$ cat config.mk
export PLATFORM = sky130hd
export DESIGN_NAME = serial_thermometer_to_scomp
export DESIGN_NICKNAME = d
export VERILOG_FILES = /design/src/rtl/serial_thermometer_to_scomp_pkg.sv /design/src/rtl/serial_thermometer_to_scomp_acc.sv /design/src/rtl/serial_thermometer_to_scomp.sv
export SDC_FILE = /design/constraint.sdc
export NUM_CORES = 1
export LEC_CHECK = 0
export CAP_MARGIN = 5
export CORE_ASPECT_RATIO = 1.4
export CORE_UTILIZATION = 30
export CTS_BUF_LIST = sky130_fd_sc_hd__clkbuf_16
export CTS_CLUSTER_SIZE = 28
export DETAILED_ROUTE_END_ITERATION = 10
export PLACE_DENSITY = 0.48
export SLEW_MARGIN = 10
export SYNTH_ARGS = -nofsm -noshare
export SYNTH_HDL_FRONTEND = slang
export SYNTH_SLANG_ARGS = --single-unit
$ cat constraint.sdc
create_clock -name clk -period 5.3 [get_ports clk]
set_clock_uncertainty 0.15 [all_clocks]
set_input_delay 0.53 -clock clk [delete_from_list [all_inputs] [get_ports clk]]
set_output_delay 0.53 -clock clk [all_outputs]
set_load 0.02 [all_outputs]
$ cat src/rtl/serial_thermometer_to_scomp_pkg.sv
// Shared frame geometry and FSM encoding for the serial thermometer datapath.
// The encode and decode stages both derive their frame length from these helpers.
package serial_thermometer_to_scomp_pkg;

   typedef enum logic [1:0] {
      ST_IDLE    = 2'd0,
      ST_COLLECT = 2'd1,
      ST_HOLD    = 2'd2
   } state_t;

   // A magnitude of INPUT_WIDTH bits needs 2**INPUT_WIDTH-1 thermometer bits.
   function automatic int frame_len(input int iw);
      return (1 << iw) - 1;
   endfunction

   function automatic int out_width(input int iw);
      return iw + 1;
   endfunction

endpackage

$ cat src/rtl/serial_thermometer_to_scomp_acc.sv
// Ones counter and bubble detector for one serial thermometer frame.
// The *_nxt outputs include the current beat so the last bit lands in the result.
module thermo_bit_accumulator #(
   parameter int W = 3
) (
   input  logic         clk,
   input  logic         rst,
   input  logic         load,
   input  logic         step,
   input  logic         in_bit,
   output logic [W-1:0] ones_nxt,
   output logic         error_nxt
);

   logic [W-1:0] ones_cnt;
   logic         seen_zero;
   logic         error;
   logic         seen_zero_nxt;

   // A frame never holds more than 2**W-1 bits, so the count cannot wrap.
   always_comb begin
      ones_nxt      = ones_cnt;
      error_nxt     = error;
      seen_zero_nxt = seen_zero;
      if (load) begin
         ones_nxt      = W'(in_bit);
         error_nxt     = 1'b0;
         seen_zero_nxt = ~in_bit;
      end else if (step) begin
         ones_nxt      = ones_cnt + W'(in_bit);
         error_nxt     = error | (in_bit & seen_zero);
         seen_zero_nxt = seen_zero | ~in_bit;
      end
   end

   always_ff @(posedge clk or posedge rst) begin
      if (rst) begin
         ones_cnt  <= '0;
         seen_zero <= 1'b0;
         error     <= 1'b0;
      end else begin
         ones_cnt  <= ones_nxt;
         seen_zero <= seen_zero_nxt;
         error     <= error_nxt;
      end
   end

endmodule

$ cat src/rtl/serial_thermometer_to_scomp.sv
// Serial MSB-first thermometer frame plus sign bit to two's-complement value.
// Result is held until the consumer handshakes; input is back-pressured meanwhile.
module serial_thermometer_to_scomp
   import serial_thermometer_to_scomp_pkg::*;
#(
   parameter  int INPUT_WIDTH = 3,
   localparam int OUT_WIDTH   = out_width(INPUT_WIDTH)
) (
   input  logic                 clk,
   input  logic                 rst,
   input  logic                 in_valid,
   input  logic                 in_start,
   input  logic                 in_bit,
   input  logic                 in_sign,
   output logic                 in_ready,
   output logic                 out_valid,
   input  logic                 out_ready,
   output logic [OUT_WIDTH-1:0] out_data,
   output logic                 out_error
);

   localparam int FRAME_LEN = frame_len(INPUT_WIDTH);
   localparam logic [INPUT_WIDTH-1:0] LAST_IDX = INPUT_WIDTH'(FRAME_LEN - 1);
   localparam logic [INPUT_WIDTH-1:0] IDX_ONE  = INPUT_WIDTH'(1);

   state_t                 state;
   logic [INPUT_WIDTH-1:0] bit_idx;
   logic [INPUT_WIDTH-1:0] beat_idx;
   logic                   sign_q;
   logic                   sign_eff;
   logic                   accept;
   logic                   load;
   logic                   step;
   logic                   last;
   logic [INPUT_WIDTH-1:0] ones_nxt;
   logic                   err_nxt;
   logic [OUT_WIDTH-1:0]   mag;

   assign in_ready = (state != ST_HOLD);
   assign accept   = in_valid & in_ready;
   // A start beat restarts the frame from IDLE or mid-COLLECT alike.
   assign load     = accept & in_start;
   assign step     = accept & ~in_start & (state == ST_COLLECT);
   assign beat_idx = load ? '0 : bit_idx;
   assign last     = (load | step) & (beat_idx == LAST_IDX);
   assign sign_eff = load ? in_sign : sign_q;
   assign mag      = OUT_WIDTH'(ones_nxt);

   thermo_bit_accumulator #(.W(INPUT_WIDTH)) u_acc (
      .clk       (clk),
      .rst       (rst),
      .load      (load),
      .step      (step),
      .in_bit    (in_bit),
      .ones_nxt  (ones_nxt),
      .error_nxt (err_nxt)
   );

   always_ff @(posedge clk or posedge rst) begin
      if (rst) begin
         state     <= ST_IDLE;
         bit_idx   <= '0;
         sign_q    <= 1'b0;
         out_valid <= 1'b0;
         out_data  <= '0;
         out_error <= 1'b0;
      end else begin
         if (load) begin
            sign_q  <= in_sign;
            bit_idx <= IDX_ONE;
         end else if (step) begin
            bit_idx <= bit_idx + IDX_ONE;
         end

         case (state)
            ST_IDLE: begin
               if (load) state <= last ? ST_HOLD : ST_COLLECT;
            end
            ST_COLLECT: begin
               if (last) state <= ST_HOLD;
            end
            ST_HOLD: begin
               if (out_ready) begin
                  state     <= ST_IDLE;
                  out_valid <= 1'b0;
               end
            end
            default: state <= ST_IDLE;
         endcase

         // Negating a zero magnitude yields zero, so no negative zero exists.
         if (last) begin
            out_valid <= 1'b1;
            out_data  <= sign_eff ? -mag : mag;
            out_error <= err_nxt;
         end
      end
   end

endmodule

==> reports/qor.csv <==
stage;metric;value;unit
power_and_ir_drop;power.switching;0.1227;mW
synthesis;syn_nets;90;
timing;finalWorstSetupSlack;2.744;ns
flow_run;maxCapViolations;0;
placement;place_ws;2.465;ns
clock_tree;clk_latency;0.25;ns
power_and_ir_drop;ir_worst_vdd;174.3;µV
hold_path;hp-class;reg2reg;
power_and_ir_drop;swShare;0.2844;
finish;post-route-cell-area;0.001050;mm²
timing;max_freq;391.3;MHz
power_and_ir_drop;leakage;0.4876;nW
critical_path;setup.worst_path.start;in_start;
timing;finalSetupTns;0;ns
critical_path;path_cells;clkdlybuf4s50_1 -> and4bb_1 -> mux2i_1 -> a21o_2 -> ha_1 -> a21oi_1 -> xnor2_1 -> o21ai_0;
critical_path;critPathMaxFanout;9;
power_and_ir_drop;power_frac_comb;0.240;
routing;vias;629;
die;die_area;0.002909;mm²
critical_path;startpoint_type;input port;
timing;finalCritPeriodShare;0.4822;
finish;antenna_cells;0;
clock_tree;clockBufferDepth;2;
timing;rsz0062_at_grt;false;
critical_path;cp.required;5.27;ns
clock_tree;clk_pin_slew;0.05;ns
routing;routed_wire_length_per_instance;13.16;µm
finish;final_util;0.4250;
hold_path;hp-start;out_data[3];
global_route;met1_usage;0.1873;
clock_tree;cts_tree;done;
timing;hold_viol_final;0;
global_route;grt_pass1_vias;622;
clock_tree;cts_hold_buf;0;
die;row_count;21;
routing;via_per_inst;4.876;
synthesis;synthDistinctLibCells;27;
synthesis;netlist_instances;79;
routing;drc;0;
power_and_ir_drop;p_seq_frac;0.406;
global_route;grtUsageMet3;0.02579;
timing;tightest_slew;0.6485;ns
timing;drv_slew;0;
critical_path;worstSetupPathType;in2reg;
global_route;overflow;0;
critical_path;r2r_setup_slack;3.19;ns
timing;finalSetupViolCount;0;
finish;drive_above_1_share;0.06316;
critical_path;crit_arrival;2.53;ns
clock_tree;cts_resized;0;
die;die_w;45.87;µm
timing;min_period;2.556;ns
die;coreArea;0.002470;mm²
timing;relSlewSlack;0.5672;
clock_tree;htreeDepth;1;
power_and_ir_drop;power_density;411.0;mW/mm²
global_route;grtUsageMet2;0.1954;
synthesis;ys_seq_area_frac;0.5263;
routing;drt_wl_total;1697;µm
critical_path;reg2regPathDepth;7;
synthesis;ys_seq_elements;17;
clock_tree;cts_setup_buffers;0;
critical_path;cpMaxStageDelayCell;and4bb_1;
power_and_ir_drop;power;0.4314;mW
routing;drt_iter0_markers;18;
placement;place.gp.congestion;0.8422;
finish;num-nets-final;107;
critical_path;cp-endpoint;out_data[2];
power_and_ir_drop;p_int;0.3087;mW
critical_path;reg2reg_to;out_data[2];
die;fp.dieH;63.42;µm
finish;nFillCells;263;
clock_tree;cts_sinks;17;
synthesis;syn_area;808.3;µm²
placement;port_buffers;13;
critical_path;slowest_delay;0.54;ns
routing;drtPass1Iterations;4;
synthesis;avgSynthCellArea;10.23;µm²
global_route;grt_busiest_layer;met2;
clock_tree;cts_made_buffers;3;
die;io_pins;14;
critical_path;critPathCaptureType;register;
global_route;grt_max_degree;18;
run_status;status;completed;
global_route;grt_pass1_wl;2849;µm
routing;final_antenna_net_count;0;
global_route;globalRouteTotalUtil;0.1424;
finish;area_growth;29.88;%
clock_tree;root_buffer;clkbuf_16;
die;initial_core_util;0.3273;
critical_path;r2r-start;state[1];
synthesis;ys.warnings.count;0;
global_route;antenna_found_initial;0;
placement;place_area;969.7;µm²
power_and_ir_drop;p_clk_frac;0.354;
placement;dp_hpwl;1231;µm
## stage by stage
| step | cells | hold WS (ns) |
|---|---|---|
| detailed placement | 125 | 0.3103 |
| finish | 129 | 0.3191 |
| global placement | 125 | 0.3108 |
| CTS | 129 | 0.3251 |
| global route | 129 | 0.3561 |
| floorplan | 79 | 0.2963 |
## synthesized netlist by cell type, drive strengths merged
cell    instances  area share
dfrtp          17        0.53
nand2          14       0.065
nor2            6       0.028
o21ai           6       0.037
a21oi           4       0.025
ha              4       0.062
inv             4       0.019
nor3            3       0.019
a21o            2       0.020
mux2i           2       0.025
nor2b           2       0.015
xnor2           2       0.022
a22o            1       0.011
a31oi           1      0.0077
and2b           1      0.0093
and4b           1       0.012
and4bb          1       0.015
buf             1       0.014
nand3           1      0.0062
nand4           1      0.0077
nand4b          1       0.011
nor4b           1       0.011
o221ai          1       0.011
o311ai          1       0.011
xor2            1       0.011
## placed cells by master (no fill, tap or decap), drive strengths merged, types with 2 or more instances in the layout
master,instances
dfrtp,17
nand2,14
clkdlybuf4s50,13
o21ai,6
nor2,6
a21oi,4
ha,4
inv,4
nor3,3
clkbuf,3
mux2i,2
xnor2,2
nor2b,2
a21o,2
## power groups by stage
| stage | clock network [mW] | registers, mW | logic (mW) |
|---|---|---|---|
| after CTS | 0.157 | 0.175 | 0.105 |
| after global routing | 0.164 | 0.179 | 0.115 |
| final | 0.153 | 0.175 | 0.103 |
| after global placement | 0 | 0.176 | 0.104 |
| after floorplan | 0 | 0.188 | 0.0522 |
| after detailed placement | 0 | 0.177 | 0.105 |
## layer usage
| layer | part of all wire | vias to the layer above |
|---|---|---|
| met4 | 0.048 | 0 |
| li1 | - | 309 |
| met2 | 0.46 | 12 |
| met1 | 0.47 | 301 |
| met3 | 0.028 | 7 |
| met5 | 0 | - |
## cell type report
cell class,instances,area [µm²],share of cell area
Multi-Input combinational cell,57,356.6,0.3397
Sequential cell,17,425.4,0.4052
Inverter,4,15.01,0.01430
Clock buffer,3,75.07,0.07151
Tap cell,34,42.54,0.04052
Clock inverter,1,5.005,0.004768
Timing Repair Buffer,13,130.1,0.1240
## how the worst min path moves through the flow
stage	end	cells past startpoint
5_1_grt	out_data[3]	2
6_report	out_data[3]	2
3_5_place_dp	out_data[3]	2
3_3_place_gp	out_valid	2
4_1_cts	out_data[3]	2
2_1_floorplan	u_acc.error	2
## sequential cells by signal, indices dropped and copies added (netlist names)
signal	count
out_valid	1
bit_idx	3
out_error	1
sign_q	1
state	2
u_acc.seen_zero	1
u_acc.error	1
u_acc.ones_cnt	3
out_data	4
## worst max-delay path, delay by kind of cell
| kind | cells | cell delay [ns] |
|---|---|---|
| AND/OR/NAND/NOR | 1 | 0.54 |
| buffers and inverters | 1 | 0.52 |
| AO/OA/AOI/OAI | 3 | 0.47 |
| adder cells (fa/ha/maj) | 1 | 0.19 |
| multiplexers | 1 | 0.13 |
| XOR/XNOR | 1 | 0.13 |
## kinds of logic after synthesis
logic type,after synthesis,synth area share
and+or+nand+nor,32,0.1997
DFF,17,0.5263
xor gates and xnor gates,3,0.03251
buffers and inverters,5,0.03250
adders and majority gates,4,0.06192
muxes,2,0.02477
AOI/OAI and AO/OA,16,0.1223
No activity file was read; power rests on OpenSTA's default activity.
